File: src/rtl/add_seq_ctrl.sv
// add_seq_ctrl: multi-cycle wide add/subtract sequencer.
// A single 16-bit carry-lookahead slice (cla_16) is time-shared across
// NCHUNK chunks, least significant chunk first. The inter-chunk carry is
// registered, and the W = 16*NCHUNK bit result is assembled chunk by chunk.
//
// Optional build macro: ADDSEQ_ZERO_FLAG_EN adds a registered 'zero' flag
// that reports whether the whole result is zero.
//
// Ports:
//   clock      in   system clock, rising edge
//   reset      in   synchronous active-high reset
//   start      in   request, sampled when not busy
//   op_sub     in   0 = A+B, 1 = A-B (sampled with start)
//   operand_a  in   W-bit first operand (sampled with start)
//   operand_b  in   W-bit second operand (sampled with start)
//   busy       out  high while chunks are processed
//   done       out  one-cycle pulse, result/cout/ovf valid
//   result     out  W-bit sum/difference, held until next accept
//   cout       out  carry out of MSB chunk (subtract: 1 = no borrow)
//   ovf        out  signed overflow
//   zero       out  result == 0 (only with ADDSEQ_ZERO_FLAG_EN)
//
// state | meaning
// IDLE  | waiting for start
// RUN   | one chunk added per cycle, idx selects the chunk
// DONE  | done pulse; start here re-enters RUN without an idle cycle

module cla_16 (
    input  logic [15:0] a,
    input  logic [15:0] b,
    input  logic        cin,
    output logic [15:0] sum,
    output logic        cout,
    output logic        ovf
);
    logic [15:0] g, p;
    logic [3:0]  g4, p4;
    logic        cg, c1, c2, c3, c_msb, gg, pp;

    assign g = a & b;
    assign p = a ^ b;

    // Four 4-bit lookahead groups; group carries chain through cg.
    always_comb begin
        sum   = '0;
        cg    = cin;
        c_msb = 1'b0;
        g4    = '0;
        p4    = '0;
        c1    = 1'b0;
        c2    = 1'b0;
        c3    = 1'b0;
        gg    = 1'b0;
        pp    = 1'b0;
        for (int k = 0; k < 4; k++) begin
            g4 = g[4*k +: 4];
            p4 = p[4*k +: 4];
            c1 = g4[0] | (p4[0] & cg);
            c2 = g4[1] | (p4[1] & g4[0]) | (p4[1] & p4[0] & cg);
            c3 = g4[2] | (p4[2] & g4[1]) | (p4[2] & p4[1] & g4[0])
               | (p4[2] & p4[1] & p4[0] & cg);
            gg = g4[3] | (p4[3] & g4[2]) | (p4[3] & p4[2] & g4[1])
               | (p4[3] & p4[2] & p4[1] & g4[0]);
            pp = &p4;
            sum[4*k +: 4] = p4 ^ {c3, c2, c1, cg};
            c_msb = c3;
            cg    = gg | (pp & cg);
        end
        cout = cg;
        ovf  = c_msb ^ cg;
    end
endmodule

module add_seq_ctrl #(
    parameter int NCHUNK = 4,
    localparam int W     = 16 * NCHUNK
) (
    input  logic         clock,
    input  logic         reset,
    input  logic         start,
    input  logic         op_sub,
    input  logic [W-1:0] operand_a,
    input  logic [W-1:0] operand_b,
    output logic         busy,
    output logic         done,
    output logic [W-1:0] result,
    output logic         cout,
    output logic         ovf
`ifdef ADDSEQ_ZERO_FLAG_EN
    ,
    output logic         zero
`endif
);
    localparam int IW = (NCHUNK > 1) ? $clog2(NCHUNK) : 1;
    localparam logic [IW-1:0] LAST_IDX = IW'(NCHUNK - 1);

    typedef enum logic [1:0] {S_IDLE, S_RUN, S_DONE} state_t;

    state_t         state_q, state_d;
    logic [IW-1:0]  idx_q;
    logic [W-1:0]   a_q, b_q;
    logic           carry_q;
    logic           load, last;
    logic [31:0]    base;
    logic [15:0]    sum;
    logic           slice_cout, slice_ovf;
`ifdef ADDSEQ_ZERO_FLAG_EN
    logic           sticky_q;
`endif

    always_ff @(posedge clock) begin
        if (reset) state_q <= S_IDLE;
        else       state_q <= state_d;
    end

    always_comb begin
        state_d = state_q;
        case (state_q)
            S_IDLE:  if (start) state_d = S_RUN;
            S_RUN:   if (idx_q == LAST_IDX) state_d = S_DONE;
            S_DONE:  state_d = start ? S_RUN : S_IDLE;
            default: state_d = S_IDLE;
        endcase
    end

    always_comb begin
        busy = (state_q == S_RUN);
        done = (state_q == S_DONE);
        load = start && (state_q != S_RUN);
        last = (state_q == S_RUN) && (idx_q == LAST_IDX);
    end

    assign base = 32'(idx_q) << 4;

    cla_16 u_cla (
        .a    (a_q[base +: 16]),
        .b    (b_q[base +: 16]),
        .cin  (carry_q),
        .sum  (sum),
        .cout (slice_cout),
        .ovf  (slice_ovf)
    );

    // Subtract is A + ~B + 1: invert B at load and seed the carry with 1.
    always_ff @(posedge clock) begin
        if (reset) begin
            idx_q    <= '0;
            a_q      <= '0;
            b_q      <= '0;
            carry_q  <= 1'b0;
            result   <= '0;
            cout     <= 1'b0;
            ovf      <= 1'b0;
`ifdef ADDSEQ_ZERO_FLAG_EN
            sticky_q <= 1'b0;
            zero     <= 1'b0;
`endif
        end else if (load) begin
            a_q      <= operand_a;
            b_q      <= op_sub ? ~operand_b : operand_b;
            carry_q  <= op_sub;
            idx_q    <= '0;
`ifdef ADDSEQ_ZERO_FLAG_EN
            sticky_q <= 1'b0;
`endif
        end else if (busy) begin
            result[base +: 16] <= sum;
            carry_q  <= slice_cout;
            idx_q    <= idx_q + IW'(1);
`ifdef ADDSEQ_ZERO_FLAG_EN
            sticky_q <= sticky_q | (|sum);
`endif
            if (last) begin
                cout <= slice_cout;
                ovf  <= slice_ovf;
`ifdef ADDSEQ_ZERO_FLAG_EN
                zero <= ~(sticky_q | (|sum));
`endif
            end
        end
    end
endmodule
File: config.mk
export PLATFORM = sky130hd
export DESIGN_NAME = add_seq_ctrl
export DESIGN_NICKNAME = d
export VERILOG_FILES = /design/src/rtl/add_seq_ctrl.sv
export SDC_FILE = /design/constraint.sdc
export NUM_CORES = 1
export LEC_CHECK = 0
export ABC_AREA = 1
export CORE_MARGIN = 2
export CORE_UTILIZATION = 46
export CTS_CLUSTER_SIZE = 40
export DETAILED_ROUTE_END_ITERATION = 16
export HOLD_SLACK_MARGIN = 0.05
export PLACE_DENSITY_LB_ADDON = 0.3
export SKIP_LAST_GASP = 1
export SYNTH_ARGS = -nofsm -noshare
export SYNTH_HDL_FRONTEND = slang
export SYNTH_SLANG_ARGS = --single-unit
export TNS_END_PERCENT = 10
File: constraint.sdc
create_clock -name clock -period 3.05 [get_ports clock]
set_input_delay 0.61 -clock clock [delete_from_list [all_inputs] [get_ports clock]]
set_output_delay 0.61 -clock clock [all_outputs]
set_load 0.01 [all_outputs]
# Word level (Yosys, flattened, before mapping)
# Index checks and enable logic that the tools add are counted.
# W data, S select, Z words.
[word_totals] word_cells=149 register_bits=199 out_inout_bits=68 in_bits=132
[classes] addsub=2 reduce_logical=12 mux=8 shifts=4 eq_ne=6 bitwise_logic=109
[ops] op="$shiftx A64 B7 Y16" count=2
[ops] op="$bwmux W64" count=1
[ops] op="$mux W64" count=1
[ops] op="$not A64 Y64" count=1
[ops] op="$shift A16 B34 Y64 const A" count=1
[ops] op="$shiftx A16 B34 Y64" count=1
[ops] op="$and A1 B1 Y1" count=60
[ops] op="$or A1 B1 Y1" count=40
[ops] op="$neg A6 Y34" count=1
[ops] op="$and A16 B16 Y16" count=1
[ops] op="$reduce_and A4 Y1" count=4
[ops] op="$xor A16 B16 Y16" count=1
[ops] op="$xor A4 B4 Y4" count=4
[ops] op="$pmux W2 S3" count=1
[ops] op="$eq A2 B2 Y1 const B" count=2
[ops] op="$mux W2" count=2
[ops] op="$ne A2 B1 Y1 const B" count=2
[ops] op="$reduce_and A2 Y1" count=2
[ops] op="$mux W1" count=3
[ops] op="$reduce_and A3 Y1" count=1
[ops] op="$add A2 B1 Y2 const B" count=1
[ops] op="$eq A2 B1 Y1 const B" count=1
[ops] op="$logic_and A1 B1 Y1" count=2
[ops] op="$logic_not A2 Y1" count=1
[ops] op="other kinds (5)" count=5

# Depth between registers and ports, before layout
# Gate-level depths: netlist of run 1.
[logic_depth] ltp_word=16 ltp_mapped=21 mapped_depth_nobuf=20

# By module
# Synthesis of run 1 repeated with hierarchy kept, for this count alone.
[hier_totals] hier_cells=1252 hier_area_um2=9811.9
[modules_own_cells] mod="add_seq_ctrl" seq_area_each_um2=3983.8 area_each_um2=9051.2 n_inst=1 cells_each=1148
[modules_own_cells] mod="cla_16" seq_area_each_um2=0.0 area_each_um2=760.7 n_inst=1 cells_each=104

# Least setup slack after synthesis of run 1
# No wires, ideal clock.
[synth_timing] kind="flip-flop to flip-flop" from="reg idx_q[0]" to="reg result[29]" arrival_ps=2965 path_stages_with_launch=19 n_path_buf=2 setup_ps=128 setup_slack_ps=-42 synth_period_minus_slack_ps=3092 required_ps=2922 path_cell_list="dfxtp_1 > inv_1 > clkbuf_1 > clkbuf_1 > nor2_1 > o22ai_1 > ha_1 > nand2_1 > inv_1 > and3_1 > nor2_2 > nand2_2 > nand2_2 > nand2_2 > fa_1 > xnor2_1 > nor3_1 > a22oi_1 > nor2_1"
[synth_between] elab_chain_cells=16 elab_cells_between_ends=105 classes_between="add/sub: 1; shift: 4; mux: 1; bitwise: 96; reduce/logical: 3"
[synth_lines] item="start, declared" line="100" rtl="logic [IW-1:0] idx_q;"
[synth_lines] item="start signal, assigned" line="169" rtl="idx_q <= idx_q + IW'(1);"
[synth_lines] item="$shiftx A64 B7 Y16 (on tied branches)" line="136, 137"
[synth_lines] item="$xor A16 B16 Y16 or $and A16 B16 Y16 (tied branches)" line="41, 40"
[synth_lines] item="$and A1 B1 Y1 (on tied branches)" line="62, 63"
[synth_lines] item="$or A1 B1 Y1, or another cell as far along" line="62" rtl="gg = g4[3] | (p4[3] & g4[2]) | (p4[3] & p4[2] & g4[1])"
[synth_lines] item="$or A1 B1 Y1 or $and A1 B1 Y1 (tied branches)" line="62, 63"
[synth_lines] item="$or A1 B1 Y1" line="63" rtl="| (p4[3] & p4[2] & p4[1] & g4[0]);"
[synth_lines] item="$or A1 B1 Y1" line="67" rtl="cg = gg | (pp & cg);"
[synth_lines] item="$and A1 B1 Y1" line="67"
[synth_lines] item="$or A1 B1 Y1" line="67"
[synth_lines] item="$and A1 B1 Y1" line="67"
[synth_lines] item="$or A1 B1 Y1" line="67"
[synth_lines] item="$and A1 B1 Y1 (on tied branches)" line="58, 59, 61"
[synth_lines] item="$or A1 B1 Y1 (on tied branches)" line="58, 59, 61"
[synth_lines] item="$xor A4 B4 Y4" line="65" rtl="sum[4*k +: 4] = p4 ^ {c3, c2, c1, cg};"
[synth_lines] item="$shiftx A16 B34 Y64" line="167" rtl="result[base +: 16] <= sum;"
[synth_lines] item="$bwmux W64 *" line="167"
[synth_lines] item="end signal, assigned by index" line="167"
[synth_lines] item="end, declared" line="86" rtl="output logic [W-1:0] result,"
# Mark *: on every way between the ends. The rest lies on a longest branch, timed or not.
# A chain may end at the register's enable or synchronous reset.

# Worst setup path in the final report of run 1
[layout_timing] from="reg idx_q[0]" to="reg result[60]"
# Same word-level chain as after synthesis.

==> summary.txt, run 1 <==
Worst-path clk slew: 0.08 ns
Fin. Hold Viols: 0
TritonCTS clock tree: built
Relative slew slack: 29.35%
WP data arrival: 3.43 ns
Async SR Flop Fraction: 0%
Die H: 145.0 um
Worst ir drop on vdd: 0.0004463 V
Largest net degree at the start of global routing: 102
GPL Wtd Cong: 0.8420
Cell Chain, Critical Path: clkinv_8 > clkbuf_16 > o21ai_4 > o22ai_2 > ha_1 > nand2_1 > inv_1 > and3_4 > nor2_4 > nand2_2 > nand2_2 > nand2_2 > fa_2 > nand2_2 > nor2_4 > nand2_2 > a21oi_2
Setup CP Type: reg -> reg
Post-Route Utilization: 63.27%
Drt drc: 0
Tmin final: 3.059 ns
Routed vias/inst: 5.324
Met2 Resource Use GR: 42.14%
Htree depth: 4
Post-Syn Area: 9139 um2
Worst slack at placement: -0.01148 ns
First-pass GRT wire length: 41560 um
Core Area: 19460 um2
Buffers on Ports: 199
Worst Setup Start Kind: flop
Total die area: 21010 um2
DRT iter0 DRCs: 774
Synth cell types: 37
Logic pwr share: 21.7%
Clock share of power: 33.8%
Grt ovf: 0
Total CTS buffers: 17
Clock sinks: 199
Outcome: finished, violations left
Yosys warnings: 0
CP Data Required Time: 3.42 ns
Worst Clk Skew: 0.01193 ns
Count of final max-slew check failures: 0
Fmax: 0.3269 GHz
Synthesized net count: 1355
Measured slew at the worst slew-check pin: 1.060 ns
Net Sw Power: 1.983 mW
PnR worst setup slack: -0.009029 ns
Crit-path max cell delay: 0.60 ns
Hold_ws: 0.4662 ns
Pint: 4.463 mW
Setup violators final: 1
DP Area: 11390 um2
RSZ-0062 raised after global routing: yes
Avg Cell Area, Syn: 7.635 um2
Register area share after synthesis: 43.59%
Final ANT Viol Nets: 0
Met1 Use GR: 30.45%
Flop pwr share: 44.4%
Vias in the first global route: 8214
EDFF count, synth: 0
Initial Utilization: 46.96%
Setup crit end kind: flop
Leakage: 4.650 nW
Clk Latency, worst-skew pair: 0.45 ns
Failing checks: negative setup slack
Row cnt: 51
DR pass1 iterations: 6
Chip width: 145.0 um
Final #Nets: 1527
Slowest cell on the critical path: fa_2
Area growth syn-to-layout: 34.73%
Gr busiest metal: met2
Period utilization: 100.3%
Fraction of layout cells with a size suffix above 1: 9.551%
Final WL: 26910 um
Dominant synthesized flop cell: dfxtp_1
Drt wl/cell: 16.34 um
Max-Cap Viols: 0
Fillers: 1645
N_diodes: 0
Yosys reg bits: 199
CTS root buf: clkbuf_16
Total GRT Usage: 24.38%
M3 GR Usage: 4.245%
DP HPWL: 18890 um
Post-Syn Instances: 1197
Antenna violations before repair: 0
Worst hold path type: reg -> reg
Switching part of the total: 30.77%
Design Area, Final: 12310 um2
Via Count: 8768
Critical path's most frequent cell: nand2_2
Pwr Total: 6.446 mW
CTS Buffer Depth: 2
Pwr/cell area: 523.5 nW/um2
Hold_buf cts: 0
CP max FO: 7
# IOs: 200
[logic make-up (layout without fill, tap and decap cells)]
logic type | count (synthesis) | count (layout) | synth area share, %
compound gates | 303 | 303 | 18.69
xor+xnor | 70 | 70 | 6.709
fa+ha+maj | 26 | 26 | 3.888
buf+inv | 132 | 317 | 5.887
flops | 199 | 199 | 43.59
simple gates | 467 | 467 | 21.24
[critical path: cells and delay by family (launching register included)]
| kind | cells | cell delay [ns] |
|---|---|---|
| fa+ha+maj | 2 | 0.94 |
| simple gates | 9 | 0.86 |
| compound gates | 3 | 0.38 |
| flops | 1 | 0.47 |
| buf+inv | 3 | 0.34 |
[cell type report]
cell class              instances  area, um2  share of cell area (%)
inverters                      44      180.2                   1.463
repair buffers                241       2452                   19.92
clock inverters                15      137.6                   1.118
clock buffers                  17      425.4                   3.455
well taps                     265      331.6                   2.693
multi-input cells             866       4798                   38.97
flip-flops and latches        199       3988                   32.38
[worst paths after layout]
check	from	endpoint	slack (ns)	cells after the start
setup / recovery	idx_q[0]	result[60]	-0.009	17
hold / removal	result[54]	result[54]	0.47	2
setup reg to reg	idx_q[0]	result[60]	-0.009	17
hold reg to reg	result[54]	result[54]	0.47	2
[sequential cells by signal, summed over array words and instances (netlist names)]
register,cells
b_q,64
idx_q,2
a_q,64
state_q,2
carry_q,1
cout,1
ovf,1
result,64
[stage by stage]
step	setup TNS, ns	std cells
6_report	-0.009029	1647
5_1_grt	-0.7932	1647
4_1_cts	-0.02396	1635
3_5_place_dp	-0.01148	1603
3_3_place_gp	0	1603
2_1_floorplan	0	1197
[routing by layer]
metal / up-vias / routed length, um / part of all wire, %
met4: 0 / 720 / 2.7
met1: 4059 / 11340 / 42
li1: 4353 / - / -
met5: - / 0 / 0
met2: 309 / 13370 / 50
met3: 47 / 1475 / 5.5
[power by group through the flow]
stage | registers (mW) | logic (mW) | clock network [mW]
4_1_cts | 2.86 | 1.30 | 2.18
3_3_place_gp | 2.92 | 1.26 | 0
3_5_place_dp | 2.92 | 1.29 | 0
5_1_grt | 2.88 | 1.53 | 2.28
2_1_floorplan | 2.90 | 0.770 | 0
6_report | 2.87 | 1.40 | 2.18
[placed cells by master, fill, tap and decap left out, drive strengths merged]
master / count
a211oi: 35
a21o: 1
a21oi: 68
a22oi: 10
a31oi: 1
a32oi: 6
and3: 1
buf: 40
clkbuf: 21
clkdlybuf4s50: 197
clkinv: 5
clkinvlp: 4
dfxtp: 199
fa: 4
ha: 22
inv: 50
nand2: 147
nand3: 50
nand4: 9
nor2: 247
nor3: 11
nor4: 1
o211ai: 3
o21ai: 148
o21bai: 1
o22ai: 30
or2: 1
xnor2: 67
xor2: 3
[cell usage after synthesis, types with 22 or more instances]
| library cell | n | area share [%] |
|---|---|---|
| a211oi_1 | 35 | 2.9 |
| a21oi_1 | 67 | 3.7 |
| buf_2 | 30 | 1.6 |
| clkbuf_1 | 53 | 2.2 |
| dfxtp_1 | 199 | 44 |
| ha_1 | 22 | 3.0 |
| inv_1 | 39 | 1.6 |
| nand2_1 | 136 | 5.6 |
| nand3_1 | 49 | 2.7 |
| nor2_1 | 241 | 9.9 |
| o21ai_0 | 148 | 8.1 |
| o22ai_1 | 30 | 2.1 |
| xnor2_1 | 67 | 6.4 |
[timing repair]
action | 4_1_cts | 5_1_grt
buffers inserted | 0 | 8
resized for setup | 3 | 50
endpoints found under the setup margin | 4 | 21
pin swaps | 0 | 18
cloned | 0 | 4
Power figures use the tool's default switching activity.
==> run 2, diff against run 1 <==
- SLEW_MARGIN: not set -> 20
==> results of run 2 <==
Same layout as run 1: the final DEF is identical, and so are final timing and power.
==> run 3, diff against run 2 <==
- SKIP_LAST_GASP: 1 -> not set
- TNS_END_PERCENT: 10 -> 30
==> summary.txt, run 3 (synthesized netlist as in run 1, its figures left out) <==
Gr busiest metal: met2
TritonCTS clock tree: built
Max-Cap Viols: 0
Count of final max-slew check failures: 0
CTS Buffer Depth: 2
Row cnt: 51
Clk Latency, worst-skew pair: 0.44 ns
Fraction of layout cells with a size suffix above 1: 9.696%
Worst slack at placement: -0.01148 ns
Outcome: finished, violations left
Worst Clk Skew: 0.009671 ns
Flop pwr share: 44.4%
Met1 Use GR: 30.45%
Most frequent cells in the layout: nor2_1 (240), dfxtp_1 (198), clkdlybuf4s50_1 (197), o21ai_0 (137), nand2_1 (133)
Largest net degree at the start of global routing: 102
Setup crit end kind: flop
Core Area: 19460 um2
Worst Setup Start Kind: flop
Pwr Total: 6.456 mW
Switching part of the total: 30.74%
Critical path's most frequent cell: nand2_2
Critical path's top delay family: adder cells
Clock sinks: 199
Chip width: 145.0 um
Tmin final: 3.059 ns
Grt ovf: 0
Pwr/cell area: 523.4 nW/um2
# IOs: 200
Hold_buf cts: 0
Worst hold path type: reg -> reg
Clock share of power: 33.7%
Setup violators final: 2
Drt drc: 0
DP HPWL: 18890 um
Period utilization: 100.3%
Antenna violations before repair: 0
Leakage: 4.656 nW
WP data arrival: 3.43 ns
Met2 Resource Use GR: 42.14%
Worst r2r src: idx_q[0]
DR pass1 iterations: 8
CTS root buf: clkbuf_16
Relative slew slack: 28.67%
Total CTS buffers: 17
CP Data Required Time: 3.42 ns
Total GRT Usage: 24.38%
Most common cell after layout, fill and taps aside: nor2_1
Largest regs: a_q x64, b_q x64, result x64
Buf+Inv Stages, Crit Path: 3
Final #Nets: 1527
Hold_sp: result[54]
Setup crit start: idx_q[0]
Buffers on Ports: 199
Final ANT Viol Nets: 0
Worst ir drop on vdd: 0.0004444 V
Drt wl/cell: 16.33 um
Fin. Hold Viols: 0
Via Count: 8914
RSZ-0062 raised after global routing: yes
Routed vias/inst: 5.412
Fmax: 0.3269 GHz
Area growth syn-to-layout: 34.95%
Cell Chain, Critical Path: clkinv_8 > clkbuf_16 > o21ai_4 > o22ai_2 > ha_1 > nand2_1 > inv_1 > and3_4 > nor2_4 > nand2_2 > nand2_2 > nand2_2 > fa_2 > nand2_2 > nor2_4 > nand2_2 > a21oi_2
Crit-path max cell delay: 0.60 ns
Slowest cell on the critical path: fa_2
Worst-path clk slew: 0.08 ns
Total die area: 21010 um2
Vias in the first global route: 8214
PnR worst setup slack: -0.009068 ns
Htree depth: 4
Final WL: 26890 um
M3 GR Usage: 4.245%
DRT iter0 DRCs: 722
Initial Utilization: 46.96%
Die H: 145.0 um
Setup CP Type: reg -> reg
GPL Wtd Cong: 0.8420
CP max FO: 7
N_diodes: 0
First-pass GRT wire length: 41560 um
Logic pwr share: 21.9%
Net Sw Power: 1.985 mW
Failing checks: negative setup slack
Pint: 4.471 mW
Measured slew at the worst slew-check pin: 1.070 ns
run 3: cell counts in the layout (fill, tap and decap cells not counted):
No cell type changed its count.
run 3: worst paths after layout:
check,cells after the start,end,slack (ns)
worst max-delay path,17,result[60],-0.009
worst max register to register,17,result[60],-0.009
worst min register to register,2,result[54],0.47
worst min-delay path,2,result[54],0.47
run 3: per-stage QoR:
step	std cells	hold slack [ns]	setup TNS, ns	area (um2)	utilization [%]
floorplan	1197	0.4477	0	9140	-
global placement	1603	0.4532	0	11390	58.51
detailed placement	1603	0.4546	-0.01148	11390	58.51
CTS	1635	0.4667	-0.02396	11970	61.51
global route	1647	0.4813	-0.5034	12330	63.37
finish	1647	0.4657	-0.009242	12330	63.37
run 3: cell type report:
class	count	area, um2
clock buffer	17	425.4
clock inverter	15	137.6
fill	1643	7129
inverter	44	180.2
multi-input combinational	866	4818
sequential	199	3988
tap	265	331.6
timing repair buffer	241	2452
run 3: repair_timing:
item,CTS,global route
setup buffers,0,8
pin swaps,0,21
setup endpoints to repair,4,21
gates cloned,0,4
resized for setup,3,53
run 3: power by group through the flow:
stage	Combinational, mW	Clock (mW)	Sequential, mW
after floorplan	0.770	0	2.90
after global placement	1.26	0	2.92
after detailed placement	1.29	0	2.92
after CTS	1.30	2.18	2.86
after global routing	1.54	2.28	2.88
final	1.41	2.18	2.87
run 3: worst reg2reg max path, cell delays in order (launching register included):
cell       delay (ns)
dfxtp_4          0.47
clkinv_8         0.11
clkbuf_16        0.18
o21ai_4          0.13
o22ai_2          0.11
ha_1             0.34
nand2_1          0.10
inv_1            0.06
and3_4           0.16
nor2_4           0.11
nand2_2          0.08
nand2_2          0.07
nand2_2          0.07
fa_2             0.60
nand2_2          0.08
nor2_4           0.13
nand2_2          0.06
a21oi_2          0.15
run 3: metal layers:
metal	part of all wire, %	routed length (um)	vias to the layer above
met4	3.1	828	0
met3	6.1	1640	58
li1	-	-	4356
met5	0	0	-
met1	41	11130	4152
met2	49	13290	348
